File: src/rtl/hazard_pkg.sv
// hazard_pkg: shared register-file geometry and control FSM encoding for the hazard controller.
package hazard_pkg;
    localparam int REG_AW = 5;
    localparam int REG_N = 32;
    typedef enum logic [1:0] {
        RUN       = 2'd0,
        CTRL_WAIT = 2'd1,
        REDIRECT  = 2'd2
    } ctrl_state_t;
endpackage

File: src/rtl/hazard_ctrl_if.sv
// hazard_ctrl_if: decode/branch/write-back inputs and pipeline control outputs of the hazard controller.
interface hazard_ctrl_if;
    import hazard_pkg::*;
    logic              dec_valid;
    logic [REG_AW-1:0] dec_rs_addr;
    logic [REG_AW-1:0] dec_rt_addr;
    logic              dec_uses_rs;
    logic              dec_uses_rt;
    logic [REG_AW-1:0] dec_dst_addr;
    logic              dec_reg_write;
    logic              dec_branch;
    logic              dec_jump;
    logic              br_resolved;
    logic              br_taken;
    logic              wb_reg_write;
    logic [REG_AW-1:0] wb_addr;
    logic              stall_if;
    logic              stall_id;
    logic              bubble_ex;
    logic              redirect;
    ctrl_state_t       ctrl_state;
    logic [REG_N-1:0]  pending_mask;
    logic              timeout_err;
    modport master (
        output dec_valid, dec_rs_addr, dec_rt_addr, dec_uses_rs, dec_uses_rt, dec_dst_addr,
        output dec_reg_write, dec_branch, dec_jump, br_resolved, br_taken, wb_reg_write, wb_addr,
        input  stall_if, stall_id, bubble_ex, redirect, ctrl_state, pending_mask, timeout_err
    );
    modport slave (
        input  dec_valid, dec_rs_addr, dec_rt_addr, dec_uses_rs, dec_uses_rt, dec_dst_addr,
        input  dec_reg_write, dec_branch, dec_jump, br_resolved, br_taken, wb_reg_write, wb_addr,
        output stall_if, stall_id, bubble_ex, redirect, ctrl_state, pending_mask, timeout_err
    );
endinterface

File: src/rtl/hazard_scoreboard.sv
// hazard_scoreboard: per-register pending-write counters with issue/write-back update.
// HAZARD_WB_BYPASS_EN: report registers whose single pending write retires this cycle as released.
module hazard_scoreboard import hazard_pkg::*; #(
    parameter int PEND_W = 2
) (
    input  logic              clk,
    input  logic              rst,
    input  logic              i_inc,
    input  logic [REG_AW-1:0] i_inc_addr,
    input  logic              i_dec,
    input  logic [REG_AW-1:0] i_dec_addr,
    output logic [REG_N-1:0]  o_pending,
    output logic [REG_N-1:0]  o_full,
    output logic [REG_N-1:0]  o_release
);
    logic [PEND_W-1:0] r_cnt [REG_N];
    logic [REG_N-1:0]  w_inc;
    logic [REG_N-1:0]  w_dec;
    // Register 0 is left out of every mask so it never pends or hazards.
    always_comb begin
        w_inc = '0;
        w_dec = '0;
        o_pending = '0;
        o_full = '0;
        o_release = '0;
        for (int k = 1; k < REG_N; k++) begin
            w_inc[k] = i_inc && i_inc_addr == REG_AW'(k);
            w_dec[k] = i_dec && i_dec_addr == REG_AW'(k);
            o_pending[k] = r_cnt[k] != '0;
            o_full[k] = r_cnt[k] == '1;
`ifdef HAZARD_WB_BYPASS_EN
            o_release[k] = w_dec[k] && r_cnt[k] == PEND_W'(1);
`else
            o_release[k] = 1'b0;
`endif
        end
    end
    always_ff @(posedge clk) begin
        for (int k = 0; k < REG_N; k++) begin
            if (rst)
                r_cnt[k] <= '0;
            else if (w_inc[k] && !w_dec[k] && r_cnt[k] != '1)
                r_cnt[k] <= r_cnt[k] + 1'b1;
            else if (w_dec[k] && !w_inc[k] && r_cnt[k] != '0)
                r_cnt[k] <= r_cnt[k] - 1'b1;
        end
    end
endmodule

File: src/rtl/hazard_ctrl.sv
// hazard_ctrl: data-hazard stall generation and branch/jump resolution FSM with timeout.
// HAZARD_WB_BYPASS_EN (in hazard_scoreboard) lets a source retiring its last write this cycle proceed.
module hazard_ctrl import hazard_pkg::*; #(
    parameter int RESOLVE_TIMEOUT = 4,
    parameter int PEND_W = 2
) (
    input logic         clk,
    input logic         rst,
    hazard_ctrl_if.slave bus
);
    localparam int WAIT_W = $clog2(RESOLVE_TIMEOUT + 1);
    ctrl_state_t       r_state;
    ctrl_state_t       w_next;
    logic [WAIT_W-1:0] r_wait;
    logic [WAIT_W-1:0] w_wait_next;
    logic              r_timeout;
    logic              w_timeout_next;
    logic [REG_N-1:0]  w_pend;
    logic [REG_N-1:0]  w_full;
    logic [REG_N-1:0]  w_release;
    logic [REG_N-1:0]  w_busy;
    logic              w_haz;
    logic              w_issue;

    hazard_scoreboard #(.PEND_W(PEND_W)) u_sb (
        .clk        (clk),
        .rst        (rst),
        .i_inc      (w_issue && bus.dec_reg_write),
        .i_inc_addr (bus.dec_dst_addr),
        .i_dec      (bus.wb_reg_write),
        .i_dec_addr (bus.wb_addr),
        .o_pending  (w_pend),
        .o_full     (w_full),
        .o_release  (w_release)
    );

    assign w_busy = w_pend & ~w_release;
    // A saturated destination counter is handled exactly like a source hazard.
    assign w_haz = bus.dec_valid && ((bus.dec_uses_rs && w_busy[bus.dec_rs_addr]) ||
                   (bus.dec_uses_rt && w_busy[bus.dec_rt_addr]) ||
                   (bus.dec_reg_write && w_full[bus.dec_dst_addr]));
    assign w_issue = bus.dec_valid && !w_haz;

    always_comb begin
        w_next = r_state;
        w_wait_next = '0;
        w_timeout_next = r_timeout;
        case (r_state)
            RUN: w_next = (w_issue && (bus.dec_branch || bus.dec_jump)) ? CTRL_WAIT : RUN;
            CTRL_WAIT: begin
                w_wait_next = r_wait + 1'b1;
                if (bus.br_resolved) begin
                    w_next = bus.br_taken ? REDIRECT : RUN;
                    w_wait_next = '0;
                end else if (w_wait_next == WAIT_W'(RESOLVE_TIMEOUT)) begin
                    w_next = RUN;
                    w_wait_next = '0;
                    w_timeout_next = 1'b1;
                end
            end
            default: w_next = RUN;
        endcase
    end

    always_ff @(posedge clk) begin
        if (rst) begin
            r_state <= RUN;
            r_wait <= '0;
            r_timeout <= 1'b0;
        end else begin
            r_state <= w_next;
            r_wait <= w_wait_next;
            r_timeout <= w_timeout_next;
        end
    end

    // Outputs are forced quiet while reset is asserted, regardless of decode inputs.
    assign bus.stall_id = !rst && w_haz;
    assign bus.stall_if = !rst && ((r_state == RUN && w_haz) || r_state == CTRL_WAIT);
    assign bus.bubble_ex = !rst && (w_haz || r_state != RUN);
    assign bus.redirect = !rst && r_state == REDIRECT;
    assign bus.ctrl_state = rst ? RUN : r_state;
    assign bus.pending_mask = rst ? '0 : w_pend;
    assign bus.timeout_err = !rst && r_timeout;
endmodule

File: src/flat_wrapper.sv
// flat-port wrapper written by rule: the top's interface ports become plain ports
module hazard_ctrl_flat import hazard_pkg::*;
#(
    parameter int RESOLVE_TIMEOUT = 4,
    parameter int PEND_W = 2
)
  (clk, rst, bus_dec_valid, bus_dec_rs_addr, bus_dec_rt_addr, bus_dec_uses_rs, bus_dec_uses_rt, bus_dec_dst_addr, bus_dec_reg_write, bus_dec_branch, bus_dec_jump, bus_br_resolved, bus_br_taken, bus_wb_reg_write, bus_wb_addr, bus_stall_if, bus_stall_id, bus_bubble_ex, bus_redirect, bus_ctrl_state, bus_pending_mask, bus_timeout_err);
  hazard_ctrl_if bus_i ();
  input logic clk;
  input logic rst;
  input wire logic [$bits(bus_i.dec_valid)-1:0] bus_dec_valid;
  input wire logic [$bits(bus_i.dec_rs_addr)-1:0] bus_dec_rs_addr;
  input wire logic [$bits(bus_i.dec_rt_addr)-1:0] bus_dec_rt_addr;
  input wire logic [$bits(bus_i.dec_uses_rs)-1:0] bus_dec_uses_rs;
  input wire logic [$bits(bus_i.dec_uses_rt)-1:0] bus_dec_uses_rt;
  input wire logic [$bits(bus_i.dec_dst_addr)-1:0] bus_dec_dst_addr;
  input wire logic [$bits(bus_i.dec_reg_write)-1:0] bus_dec_reg_write;
  input wire logic [$bits(bus_i.dec_branch)-1:0] bus_dec_branch;
  input wire logic [$bits(bus_i.dec_jump)-1:0] bus_dec_jump;
  input wire logic [$bits(bus_i.br_resolved)-1:0] bus_br_resolved;
  input wire logic [$bits(bus_i.br_taken)-1:0] bus_br_taken;
  input wire logic [$bits(bus_i.wb_reg_write)-1:0] bus_wb_reg_write;
  input wire logic [$bits(bus_i.wb_addr)-1:0] bus_wb_addr;
  output wire logic [$bits(bus_i.stall_if)-1:0] bus_stall_if;
  output wire logic [$bits(bus_i.stall_id)-1:0] bus_stall_id;
  output wire logic [$bits(bus_i.bubble_ex)-1:0] bus_bubble_ex;
  output wire logic [$bits(bus_i.redirect)-1:0] bus_redirect;
  output wire logic [$bits(bus_i.ctrl_state)-1:0] bus_ctrl_state;
  output wire logic [$bits(bus_i.pending_mask)-1:0] bus_pending_mask;
  output wire logic [$bits(bus_i.timeout_err)-1:0] bus_timeout_err;
  assign bus_i.dec_valid = bus_dec_valid;
  assign bus_i.dec_rs_addr = bus_dec_rs_addr;
  assign bus_i.dec_rt_addr = bus_dec_rt_addr;
  assign bus_i.dec_uses_rs = bus_dec_uses_rs;
  assign bus_i.dec_uses_rt = bus_dec_uses_rt;
  assign bus_i.dec_dst_addr = bus_dec_dst_addr;
  assign bus_i.dec_reg_write = bus_dec_reg_write;
  assign bus_i.dec_branch = bus_dec_branch;
  assign bus_i.dec_jump = bus_dec_jump;
  assign bus_i.br_resolved = bus_br_resolved;
  assign bus_i.br_taken = bus_br_taken;
  assign bus_i.wb_reg_write = bus_wb_reg_write;
  assign bus_i.wb_addr = bus_wb_addr;
  assign bus_stall_if = bus_i.stall_if;
  assign bus_stall_id = bus_i.stall_id;
  assign bus_bubble_ex = bus_i.bubble_ex;
  assign bus_redirect = bus_i.redirect;
  assign bus_ctrl_state = bus_i.ctrl_state;
  assign bus_pending_mask = bus_i.pending_mask;
  assign bus_timeout_err = bus_i.timeout_err;
  hazard_ctrl #(.RESOLVE_TIMEOUT(RESOLVE_TIMEOUT), .PEND_W(PEND_W)) u_core (.clk(clk), .rst(rst), .bus(bus_i));
endmodule
File: config.mk
export PLATFORM = sky130hd
export DESIGN_NAME = hazard_ctrl_flat
export DESIGN_NICKNAME = d
export VERILOG_FILES = /design/src/rtl/hazard_pkg.sv /design/src/rtl/hazard_ctrl_if.sv /design/src/rtl/hazard_scoreboard.sv /design/src/rtl/hazard_ctrl.sv /design/src/flat_wrapper.sv
export SDC_FILE = /design/constraint.sdc
export NUM_CORES = 1
export LEC_CHECK = 0
export BUFFER_PORTS_ARGS = -buffer_cell sky130_fd_sc_hd__buf_2
export CORE_ASPECT_RATIO = 2
export CORE_MARGIN = 10
export CORE_UTILIZATION = 60
export CTS_CLUSTER_SIZE = 12
export DETAILED_ROUTE_END_ITERATION = 16
export PLACE_DENSITY = 0.81
export SLEW_MARGIN = 20
export SYNTH_ARGS = -nofsm -noshare
export SYNTH_HDL_FRONTEND = slang
export SYNTH_HIERARCHICAL = 1
export SYNTH_SLANG_ARGS = --single-unit
File: constraint.sdc
create_clock -name clk -period 4 [get_ports clk]
set_input_delay 0.2 -clock clk [delete_from_list [all_inputs] [get_ports clk]]
set_output_delay 0.2 -clock clk [all_outputs]
set_load 0.01 [all_outputs]
Word level (Yosys, flattened, before mapping):

Memory sizes are Yosys's and may differ from the RTL's.
Cells that the tools add are included.
W data, S select, Z words.

* equality and inequality tests: 128
* multiply operators: 0
* bitwise gates (word level): 64
* order comparisons: 3
* add/sub/neg operators: 63
* multiplexer cells: 294
* reductions and logical operators: 303
* shift-type cells: 0
* div/mod/pow operators: 0

Operator list (number)
* $mux W1: 223
* $logic_and A1 B1 Y1: 199
* $eq A5 B5 Y1 const B: 32
* $mux W2: 66
* $eq A5 B4 Y1 const B: 16
* $eq A2 B2 Y1 const B: 32
* $logic_not A1 Y1: 64
* $reduce_bool A2 Y1: 32
* $add A2 B1 Y2 const B: 31
* $ne A2 B2 Y1 const B: 31
* $or A1 B1 Y1: 62
* $sub A2 B1 Y2 const B: 31
* $eq A5 B3 Y1 const B: 8
* $mux W32: 1
* $eq A5 B2 Y1 const B: 4
* $lt A5 B6 Y1 const B: 3
* $bmux W1 S5: 3
* $eq A5 B1 Y1 const B: 2
* $logic_or A1 B1 Y1: 5
* $pmux W2 S2: 1
* $reduce_or A4 Y1: 1
* $add A3 B1 Y3 const B: 1
* $eq A3 B3 Y1 const B: 1
* $ne A3 B2 Y1 const B: 1
* other kinds (4): 5

* ROM bits: 0
* logic and storage cells: 859
* bits of input ports: 31
* bits in latches: 0
* memories kept: 1
* bits in writable memories: 64
* output and inout port bits: 39
* register bits: 6

Memory list
* u_core.u_sb.r_cnt: words 32, width 2, rd ports 31, clocked after Yosys merged registers in 0, write ports 32, line hazard_scoreboard.sv:16 `logic [PEND_W-1:0] r_cnt [REG_N];`

Depth between registers and ports, before layout:

Gate-level depths: netlist (run 1).
An unclocked memory read counts as a cell.

* word-level depth: 20
* depth in mapped cells: 15
* depth with buffers taken out: 13

By module:

The synthesis (run 1) kept the hierarchy.

By module, submodules not included
* hazard_scoreboard: instances 1, area each 5221.3 um^2, cells each 590, sequential area each 1861.8 um^2
* hazard_ctrl: instances 1, area each 1662.8 um^2, cells each 201, sequential area each 120.1 um^2

Worst setup path before layout (run 1):

No wires, ideal clock.

* kind: reg2reg
* start point: memory u_core.u_sb.r_cnt[3][0] (netlist: u_core/u_sb/r_cnt[0][6])
* end point: memory u_core.u_sb.r_cnt[21][0] (netlist: u_core/u_sb/r_cnt[1][10]), enable pin
* arrival time: 3105 ps
* period minus slack after synthesis: 3367 ps
* data required time: 3738 ps
* path buffers: 1
* stages on the path, launching flop included: 14
* slack: 633 ps
* library setup time: 262 ps
* path through: edfxtp_1 inv_1 ha_1 inv_1 nor2b_1 mux4_2 or3_1 nand4_1 nand4_1 nor3_1 buf_2 nand4b_1 o2111ai_1 or3b_2

RTL lines (line)
* from (decl): hazard_scoreboard.sv:16

==> results of run 1 <==
[synth_stat cells, types with 10 or more instances]
cell       instances  area, um2
nand3_1           31        155
nor2_1            34        128
inv_1             99        372
o21ai_0           21        105
ha_1              62        776
buf_2             15       75.1
nand2b_1          21        131
nand2_1           68        255
o2111ai_1         10       87.6
clkbuf_1          23       86.3
a21oi_1           50        250
nor3b_1           17        128
a211oi_1          23        173
edfxtp_1          62       1860
nor2b_1           50        313
or4_1             16        120
buf_4             34        255
[where the power goes]
part | switching, W | internal, W | leakage (nW)
Clock | 0.000322 | 0.000502 | 0.146
Sequential | 0.0000208 | 0.000801 | 0.689
Combinational | 0.000253 | 0.000141 | 2.38
[critical path: cells and delay by family (launching register included)]
| family | cells | cell delay, ns |
|---|---|---|
| buffers and inverters | 3 | 0.38 |
| adder cells (fa/ha/maj) | 1 | 0.14 |
| flip-flops | 1 | 0.42 |
| AO/OA/AOI/OAI | 4 | 1.29 |
| AND/OR/NAND/NOR | 5 | 1.45 |
[logic make-up after synthesis]
family	after synthesis	share of synthesized area
AO/OA/AOI/OAI	158	0.158
XOR/XNOR	2	0.00254
adder cells (fa/ha/maj)	62	0.113
buffers and inverters	175	0.118
flip-flops	68	0.288
multiplexers	25	0.0678
other	1	0.000545
AND/OR/NAND/NOR	300	0.252
[per-layer routing]
layer  track usage  vias to the layer above  routed length (um)
met5             0                        -                   0
met4         0.206                        0                1750
met3        0.0480                      146                1720
met2         0.454                      411               10700
met1         0.250                     2998                6900
li1              -                     2888                   -
[flip-flops by register name, indices dropped and copies added, names as in the netlist]
register           flops
u_core/r_timeout       1
u_core/r_wait          3
u_core/r_state         2
u_core/u_sb/r_cnt     62
[per-stage QoR]
step	util	hold slack, ns
2_1_floorplan	-	0.346
3_3_place_gp	0.637	0.434
3_5_place_dp	0.637	0.444
4_1_cts	0.664	0.103
5_1_grt	0.671	0.128
6_report	0.671	0.100
[cell type report]
| cell class | count | area, um2 |
|---|---|---|
| multi-input cells | 581 | 4290 |
| well taps | 142 | 178 |
| inverters | 99 | 372 |
| fillers | 927 | 3710 |
| flip-flops and latches | 68 | 1980 |
| repair buffers | 83 | 453 |
| clock buffers | 11 | 243 |
| clock inverters | 5 | 60.1 |
[repair_timing]
action | CTS | global route
setup buffers | 0 | 1
resized for setup | 0 | 13
setup endpoints to repair | 0 | 37
[worst paths after layout]
kind / cells after the start / start / to / slack [ns]
setup reg to reg: 13 / u_core/u_sb/r_cnt[0][2] / u_core/u_sb/r_cnt[1][11] / 0.06
hold reg to reg: 1 / u_core/r_wait[0] / u_core/r_wait[0] / 0.46
hold / removal: 2 / bus_br_taken / u_core/r_state[1] / 0.10
setup / recovery: 13 / u_core/u_sb/r_cnt[0][2] / u_core/u_sb/r_cnt[1][11] / 0.06
==> results.py, run 1 <==
metrics = {
    "final_layout": {
        "mostFrequentLayoutCells": "99 x inv_1, 68 x buf_2, 68 x nand2_1, 62 x ha_1, 62 x edfxtp_1",
        "mostFrequentLayoutCell": "inv_1",
        "finalNetCount": 935,
        "drive_above_1_share": 0.159,
        "area_delta_synth_final_pct": 10.1,
        "layout.cells.non_filler": 989,
        "fin_area_mm2": 0.00758,
        "diodes": 0,
    },
    "sta": {
        "worst_slack_ns": 0.0611,
        "fin_tns_setup_ns": 0,
        "finalMaxSlewViolations": 0,
        "rsz0062_at_grt": "true",
        "hold_viol_final": 0,
        "slew-limit-headroom": 0.221,
        "skew_ns": 0.0118,
        "max_freq_mhz": 254,
        "setup_violations": 0,
        "fin_crit_sh": 0.985,
        "timing.final.crit_period_ns": 3.94,
        "worst_pin_slew_ns": 1.17,
    },
    "critical_path": {
        "crit_chain": "inv_1 -> ha_1 -> inv_1 -> nor2b_1 -> a2111oi_0 -> o21bai_1 -> o2111a_1 -> or2_1 -> nor3_2 -> buf_4 -> nand4b_1 -> o2111ai_2 -> or3b_2",
        "required_ns": 4.08,
        "timing.critical_path.slowest_cell_delay_ns": 0.55,
        "end_kind": "flip-flop",
        "critPathMostFrequentCell": "inv_1",
        "slowest_stage": "a2111oi_0",
        "start_kind": "flip-flop",
        "critical_path_arrival_ns": 4.02,
        "crit_type": "reg2reg",
        "cp_max_fo": 9,
    },
    "power": {
        "p_total_w": 0.00204,
        "p_leak_nw": 3.21,
        "vdd_ir_drop_max_mv": 0.265,
        "p_per_area_mw_per_mm2": 269,
    },
    "synth": {
        "ys_warn_count": 6,
        "synth_seq_area_share": 0.288,
        "async_flop_share": 0,
        "synth_cell_types": 72,
        "synth_seq_cells": 68,
        "netlist_area_mm2": 0.00688,
        "synth_area_per_cell_um2": 8.70,
        "synth_cells": 791,
        "synth_flop_cell": "edfxtp_1",
        "synth_edf_count": 62,
    },
    "placement": {
        "postPlaceCellArea_mm2": 0.00719,
        "dpl.cell_count": 972,
        "hpwl_um": 16400,
        "dpl_worst_slack_ns": 0.104,
        "io_buffers": 68,
        "finalWeightedCongestion": 1.02,
    },
    "floorplan": {
        "die_y_um": 171,
        "ios": 70,
        "dieArea_mm2": 0.0164,
        "core_area_mm2": 0.0113,
        "initial_core_util": 0.610,
        "die_w_um": 95.7,
        "fp-row-count": 55,
    },
    "detailed_routing": {
        "drt_iter0_markers": 591,
        "vias_per_cell": 6.51,
        "wirelength_um": 21100,
        "drt_pass1_iterations": 6,
        "vias": 6443,
        "wl_per_cell_um": 21.3,
        "drc": 0,
        "ant_nets": 0,
    },
    "min_path": {
        "min_path_type": "in2reg",
    },
    "clock_network": {
        "clk_pin_slew_worst_paths_ns": 0.06,
        "cts.sinks": 68,
        "cts_made_buffers": 9,
        "clockBufferDepth": 2,
        "clk_latency_ns": 0.34,
        "cts_tree": "built",
        "htreeDepth": 3,
        "holdBufCountCts": 0,
        "root_buffer": "clkbuf_16",
    },
    "grt": {
        "grtUsageTotal": 0.258,
        "antenna_found_initial": 1,
        "grt_pass1_vias": 6507,
        "grt_overflow": 0,
        "grt_pass1_wl_um": 33000,
        "grt_max_degree": 30,
    },
    "job": {
        "cap_violations": 0,
    },
    "run_status": {
        "outcome": "complete, no violations",
    },
}
Note: power is estimated with default switching activity, not from simulation.
==> inputs of run 2 (changes only) <==
--- a/config.mk
+++ b/config.mk
@@ -5,13 +5,13 @@
 export SDC_FILE = /design/constraint.sdc
 export NUM_CORES = 1
 export LEC_CHECK = 0
+export ABC_AREA = 1
 export BUFFER_PORTS_ARGS = -buffer_cell sky130_fd_sc_hd__buf_2
 export CORE_ASPECT_RATIO = 2
 export CORE_MARGIN = 10
-export CORE_UTILIZATION = 60
+export CORE_UTILIZATION = 40
 export CTS_CLUSTER_SIZE = 12
 export DETAILED_ROUTE_END_ITERATION = 16
-export PLACE_DENSITY = 0.81
 export SLEW_MARGIN = 20
 export SYNTH_ARGS = -nofsm -noshare
 export SYNTH_HDL_FRONTEND = slang
==> run 2 against run 1 <==
First-iteration DRC count shrank 8.5%. Core utilization shrank 23 points. Clock-buffer cell count grew 5. Cell count grew 50%. Flip-flop and latch count is the same. Largest power group unchanged. Highest routed layer is now met5.
==> results.py, run 2 <==
metrics = {
    "synth": {
        "synth_seq_area_share": 0.260,
        "synth.area.top_cells": "edfxtp_1 24%, nand3_1 15%, inv_1 13%",
        "synth_top_area_frac": 0.245,
        "synth_cell_types": 38,
        "async_flop_share": 0,
        "synth_area_per_cell_um2": 6.47,
        "yosys.area_share.adder": 0.102,
        "synth_flop_cell": "edfxtp_1",
        "synth_cells": 1176,
        "yosysMostFrequentCell": "inv_1",
        "synth_edf_count": 62,
        "netlist_area_mm2": 0.00761,
        "synth_xor_xnor_area_share": 0.00115,
        "muxShareOfSynthArea": 0,
        "synth_top_cell_by_area": "edfxtp_1",
        "ys_warn_count": 6,
        "synth_top_family_by_area": "simple AND/OR/NAND/NOR gates",
        "synthTopCellsByCount": "255 x inv_1, 221 x nand3_1, 205 x nand2_1",
        "synth_simple_gate_area_share": 0.414,
        "synth_seq_cells": 68,
        "synth_compound_area_frac": 0.0235,
    },
    "power": {
        "power_frac_comb": 0.207,
        "vdd_ir_drop_max_mv": 0.190,
        "p_int_w": 0.00145,
        "power.switching_w": 0.000627,
        "seq_power_share": 0.393,
        "p_clk_frac": 0.400,
        "p_per_area_mw_per_mm2": 252,
        "swShare": 0.301,
        "p_leak_nw": 4.18,
    },
    "sta": {
        "timing.final.crit_period_ns": 3.33,
        "slew-limit-headroom": 0.299,
        "finalMaxSlewViolations": 0,
        "hold_viol_final": 0,
        "skew_ns": 0.00883,
        "whs_ns": 0.0817,
        "rsz0062_at_grt": "false",
        "max_freq_mhz": 301,
        "worst_pin_slew_ns": 1.05,
        "fin_crit_sh": 0.832,
        "fin_tns_setup_ns": 0,
        "setup_violations": 0,
    },
    "critical_path": {
        "crit_chain": "inv_1 -> ha_1 -> inv_1 -> nand3_1 -> nand3_1 -> nand3_1 -> nand2_1 -> nand2_1 -> nand3b_1 -> nand3_1 -> nand3_2 -> nor2_1 -> inv_1 -> nor2_1 -> buf_4 -> nand2_1 -> nor2_1 -> nand2_1 -> nand3_1",
        "timing.critical_path.slowest_cell_delay_ns": 0.41,
        "critPathMostFrequentCell": "nand3_1",
        "reg2reg_to": "u_core/u_sb/r_cnt[0][27]",
        "cp_max_fo": 7,
        "ff2ff_setup_slack_ns": 0.67,
        "start_kind": "flip-flop",
        "crit_path_end": "u_core/u_sb/r_cnt[0][27]",
        "path_buf_inv": 4,
        "end_kind": "flip-flop",
        "rr_worst_depth": 19,
        "required_ns": 4.06,
        "critical_path_arrival_ns": 3.38,
        "slowest_stage": "edfxtp_1",
        "cpLargestDelayFamily": "simple AND/OR/NAND/NOR gates",
        "crit_type": "reg2reg",
        "rr_startpoint": "u_core/u_sb/r_cnt[0][26]",
        "critPathLaunch": "u_core/u_sb/r_cnt[0][26]",
        "crit_cells": 19,
    },
    "detailed_routing": {
        "drc": 0,
        "vias": 7640,
        "wirelength_um": 24100,
        "vias_per_cell": 5.13,
        "wl_per_cell_um": 16.2,
        "drt_pass1_iterations": 7,
        "drt_iter0_markers": 541,
        "ant_nets": 0,
    },
    "placement": {
        "finalWeightedCongestion": 1.01,
        "hpwl_um": 19700,
        "io_buffers": 68,
    },
    "clock_network": {
        "clockBufferDepth": 2,
        "cts.sinks": 68,
        "holdBufCountCts": 0,
        "clk_latency_ns": 0.36,
        "htreeDepth": 3,
        "post_cts_resized": 0,
        "cts_tree": "built",
        "cts_made_buffers": 9,
        "clk_pin_slew_worst_paths_ns": 0.05,
        "root_buffer": "clkbuf_16",
        "cts_setup_buffers": 0,
    },
    "final_layout": {
        "nFillCells": 2041,
        "multi_input_area_mm2": 0.00424,
        "top_regs": "u_core/u_sb/r_cnt (62), u_core/r_wait (3), u_core/r_state (2)",
        "regMostFlops": "u_core/u_sb/r_cnt",
        "largest_reg_flops": 62,
        "diodes": 0,
        "area_delta_synth_final_pct": 8.60,
        "drive_above_1_share": 0.107,
        "mostFrequentLayoutCell": "inv_1",
        "regArea_mm2": 0.00198,
        "finalNetCount": 1321,
        "mostFrequentLayoutCells": "255 x inv_1, 221 x nand3_1, 205 x nand2_1, 139 x nor2_1, 67 x buf_2",
    },
    "min_path": {
        "min_path_type": "in2reg",
    },
    "floorplan": {
        "ios": 70,
        "die_w_um": 118,
        "initial_core_util": 0.406,
        "fp-row-count": 71,
        "dieArea_mm2": 0.0253,
        "core_area_mm2": 0.0187,
        "die_y_um": 215,
    },
    "job": {
        "cap_violations": 0,
    },
    "run_status": {
        "outcome": "complete, no violations",
    },
    "grt": {
        "grt_overflow": 0,
        "grt_pass1_wl_um": 37700,
        "antenna_found_initial": 1,
        "grtUsageTotal": 0.188,
        "grt_pass1_vias": 7536,
        "grt_max_degree": 56,
    },
}
[run 2: changes by cell type in the layout (fill, tap and decap cells not counted), sizes merged, moves of 50 or more]
cell	change
nand3	+198
inv	+170
nand2	+143
nor2	+116
nand4	+57
nor2b	-50
[run 2: cell type report]
type,instances,share of cell area
Multi-Input combinational cell,804,0.513
Sequential cell,68,0.240
Inverter,274,0.127
Timing Repair Buffer,71,0.0442
Tap cell,255,0.0386
Clock buffer,16,0.0378
[run 2: cell families (layout without fill, tap and decap cells)]
logic type,after synthesis,count (layout)
compound gates,31,31
xor+xnor,1,1
fa+ha+maj,62,62
buf+inv,337,361
flops,68,68
other cells,1,34
simple gates,676,676
[run 2: layer usage]
layer	vias to the layer above	wire [um]	GRT usage
li1	3794	-	-
met1	3495	8440	0.176
met2	250	12600	0.345
met3	99	1210	0.0402
met4	2	1840	0.145
met5	-	7	0
[run 2: how the worst min path moves through the flow]
| stage | depth (start not counted) | from | slack, ns | endpoint |
|---|---|---|---|---|
| after CTS | 3 | bus_br_taken | 0.06 | u_core/r_state[1] |
| after global placement | 1 | u_core/r_wait[0] | 0.43 | u_core/r_wait[0] |
| after detailed placement | 1 | u_core/r_wait[0] | 0.44 | u_core/r_wait[0] |
| after global routing | 3 | bus_br_resolved | 0.09 | u_core/r_state[1] |
| after floorplan | 2 | bus_br_resolved | 0.32 | u_core/r_state[1] |
| final | 3 | bus_br_taken | 0.08 | u_core/r_state[1] |
[run 2: power groups by stage]
stage               combinational [W]  sequential (W)  clock [W]
global placement             0.000424        0.000832          0
floorplan                    0.000317        0.000827          0
CTS                          0.000427        0.000818   0.000854
global route                 0.000481        0.000821   0.000884
finish                       0.000430        0.000818   0.000832
detailed placement           0.000425        0.000833          0
[run 2: worst min-delay path, delay by kind of cell]
family | cells | cell delay (ns)
buffers and inverters | 1 | 0.10
and+or+nand+nor | 2 | 0.10
[run 2: through the flow]
| stage | area (um2) | std cells | util | setup WS, ns | total power, W |
|---|---|---|---|---|---|
| 2_1_floorplan | 7740 | 1209 | - | 1.51 | 0.00114 |
| 5_1_grt | 8270 | 1488 | 0.441 | 0.378 | 0.00219 |
| 6_report | 8270 | 1488 | 0.441 | 0.672 | 0.00208 |
| 3_5_place_dp | 7950 | 1472 | 0.424 | 0.742 | 0.00126 |
| 3_3_place_gp | 7950 | 1472 | 0.424 | 0.765 | 0.00126 |
| 4_1_cts | 8270 | 1488 | 0.441 | 0.728 | 0.00210 |
==> inputs of run 3 (changes only) <==
==> constraint.sdc (replaced) <==
create_clock -name clk -period 3.4 [get_ports clk]
set_input_delay 0.17 -clock clk [delete_from_list [all_inputs] [get_ports clk]]
set_output_delay 0.17 -clock clk [all_outputs]
set_load 0.01 [all_outputs]
==> run 3 against run 2 <==
Worst setup slack got worse by 0.38 ns. Wire length rose by 2.7%. Highest routed layer is now met4. Sequential power rose by 18%. Largest power group unchanged. Register-to-register slack got worse by 0.38 ns. Global-route usage rose by 0.70 points. Die area did not move.
==> results.py, run 3 (synthesis results as in run 2) <==
metrics = {
    "clock_network": {
        "holdBufCountCts": 0,
        "clockBufferDepth": 2,
        "post_cts_resized": 0,
        "root_buffer": "clkbuf_16",
        "cts_made_buffers": 9,
        "clk_pin_slew_worst_paths_ns": 0.06,
        "cts_tree": "built",
        "cts_setup_buffers": 0,
        "cts.sinks": 68,
        "htreeDepth": 3,
        "clk_latency_ns": 0.35,
    },
    "detailed_routing": {
        "wirelength_um": 24800,
        "drt_pass1_iterations": 6,
        "wl_met1_um": 8820,
        "highest_layer": "met4",
        "wl_met2_um": 13000,
        "vias_per_cell": 5.17,
        "dr_wl_met3_um": 1200,
        "ant_nets": 0,
        "drc": 0,
        "drt_iter0_markers": 562,
        "vias": 7712,
        "wl_per_cell_um": 16.6,
    },
    "critical_path": {
        "end_kind": "flip-flop",
        "critical_path_arrival_ns": 3.16,
        "required_ns": 3.45,
        "timing.critical_path.slowest_cell_delay_ns": 0.41,
        "critPathLaunch": "u_core/u_sb/r_cnt[1][2]",
        "cp_max_fo": 9,
        "crit_chain": "inv_1 -> ha_1 -> inv_1 -> nand3_1 -> nand3_1 -> nand3_1 -> nand3_1 -> nand2_1 -> nand2_1 -> nand3_1 -> nand3_2 -> nor2_2 -> nand2_2 -> inv_2 -> nand2_2 -> nor2_1 -> inv_1 -> nand3_1 -> nand3_1",
        "critPathMostFrequentCell": "nand3_1",
        "start_kind": "flip-flop",
        "rr_worst_depth": 19,
        "slowest_stage": "edfxtp_1",
        "ff2ff_setup_slack_ns": 0.30,
        "reg2reg_to": "u_core/u_sb/r_cnt[1][1]",
        "path_buf_inv": 4,
        "cpLargestDelayFamily": "simple AND/OR/NAND/NOR gates",
        "crit_type": "reg2reg",
        "rr_startpoint": "u_core/u_sb/r_cnt[1][2]",
    },
    "floorplan": {
        "dieArea_mm2": 0.0253,
        "die_w_um": 118,
        "core_area_mm2": 0.0187,
        "die_y_um": 215,
        "ios": 70,
        "initial_core_util": 0.406,
        "fp-row-count": 71,
    },
    "final_layout": {
        "drive_above_1_share": 0.111,
        "nFillCells": 2057,
        "mostFrequentLayoutCell": "inv_1",
        "layout.cells.non_filler": 1491,
        "top_regs": "u_core/u_sb/r_cnt (62), u_core/r_wait (3), u_core/r_state (2)",
        "multi_input_area_mm2": 0.00424,
        "final_core_util": 0.445,
        "regArea_mm2": 0.00198,
        "diodes": 0,
        "area_delta_synth_final_pct": 9.60,
        "largest_reg_flops": 62,
        "finalNetCount": 1324,
        "mostFrequentLayoutCells": "255 x inv_1, 221 x nand3_1, 205 x nand2_1, 138 x nor2_1, 67 x buf_2",
        "regMostFlops": "u_core/u_sb/r_cnt",
    },
    "sta": {
        "timing.final.crit_period_ns": 3.10,
        "slew-limit-headroom": 0.289,
        "fin_tns_setup_ns": 0,
        "hold_viol_final": 0,
        "setup_violations": 0,
        "whs_ns": 0.0627,
        "max_freq_mhz": 322,
        "rsz0062_at_grt": "false",
        "fin_crit_sh": 0.913,
        "worst_pin_slew_ns": 1.07,
        "finalMaxSlewViolations": 0,
        "skew_ns": 0.00686,
    },
    "grt": {
        "grt_pass1_wl_um": 39300,
        "antenna_found_initial": 0,
        "grt_overflow": 0,
        "grt_max_degree": 56,
        "grt_pass1_vias": 7704,
        "grtUsageTotal": 0.195,
    },
    "min_path": {
        "hold_path_end": "u_core/r_state[1]",
        "min_path_type": "in2reg",
        "hold_start": "bus_br_taken",
        "min_delay_path_depth": 3,
    },
    "power": {
        "p_per_area_mw_per_mm2": 317,
        "p_leak_nw": 4.21,
        "vdd_ir_drop_max_mv": 0.265,
    },
    "placement": {
        "hpwl_um": 19700,
        "io_buffers": 68,
        "dpl.cell_count": 1475,
        "finalWeightedCongestion": 0.976,
    },
    "job": {
        "cap_violations": 0,
    },
    "run_status": {
        "outcome": "complete, no violations",
    },
}
[run 3: changes by cell type in the layout (fill, tap and decap cells not counted), sizes merged]
cell / before / now
clkbuf: 16 / 9
bufinv: 0 / 4
buf: 71 / 74
clkinvlp: 0 / 2
clkinv: 4 / 5
[run 3: worst reg2reg max path, delay by kind of cell, from the launching register on]
kind / cells / cell delay [ns]
adders and majority gates: 1 / 0.24
DFF: 1 / 0.41
and+or+nand+nor: 14 / 1.71
buffers and inverters: 4 / 0.42
[run 3: worst max path at each step]
stage / end / cells after the start
global placement: u_core/u_sb/r_cnt[1][1] / 19
floorplan: u_core/u_sb/r_cnt[0][26] / 17
finish: u_core/u_sb/r_cnt[1][1] / 19
global route: u_core/u_sb/r_cnt[1][1] / 19
detailed placement: u_core/u_sb/r_cnt[1][1] / 19
CTS: u_core/u_sb/r_cnt[1][1] / 19
[run 3: report_power, final]
part	leakage, nW	switching, W	total (W)	internal, W
logic	3.35	0.000365	0.000516	0.000151
registers	0.689	0.0000197	0.000962	0.000942
clock network	0.169	0.000383	0.00117	0.000788
total	4.21	0.000768	0.00265	0.00188
[run 3: stage by stage]
| stage | power (W) | setup slack, ns | instance area (um2) |
|---|---|---|---|
| after floorplan | 0.00135 | 0.913 | 7740 |
| after detailed placement | 0.00149 | 0.276 | 7980 |
| after CTS | 0.00267 | 0.254 | 8340 |
| after global routing | 0.00277 | 0.0798 | 8340 |
| after global placement | 0.00148 | 0.332 | 7980 |
| final | 0.00265 | 0.295 | 8340 |
[run 3: layer usage]
| layer | track usage | vias to the layer above |
|---|---|---|
| met2 | 0.362 | 278 |
| met4 | 0.139 | 0 |
| li1 | - | 3797 |
| met1 | 0.188 | 3554 |
| met5 | 0 | - |
| met3 | 0.0349 | 83 |
[run 3: area by class of cell]
type,count,share of cell area
inverter,274,0.125
clock inverter,7,0.0166
timing repair buffer,74,0.0465
multi-input combinational,804,0.509
sequential,68,0.238
tap,255,0.0382
clock buffer,9,0.0270
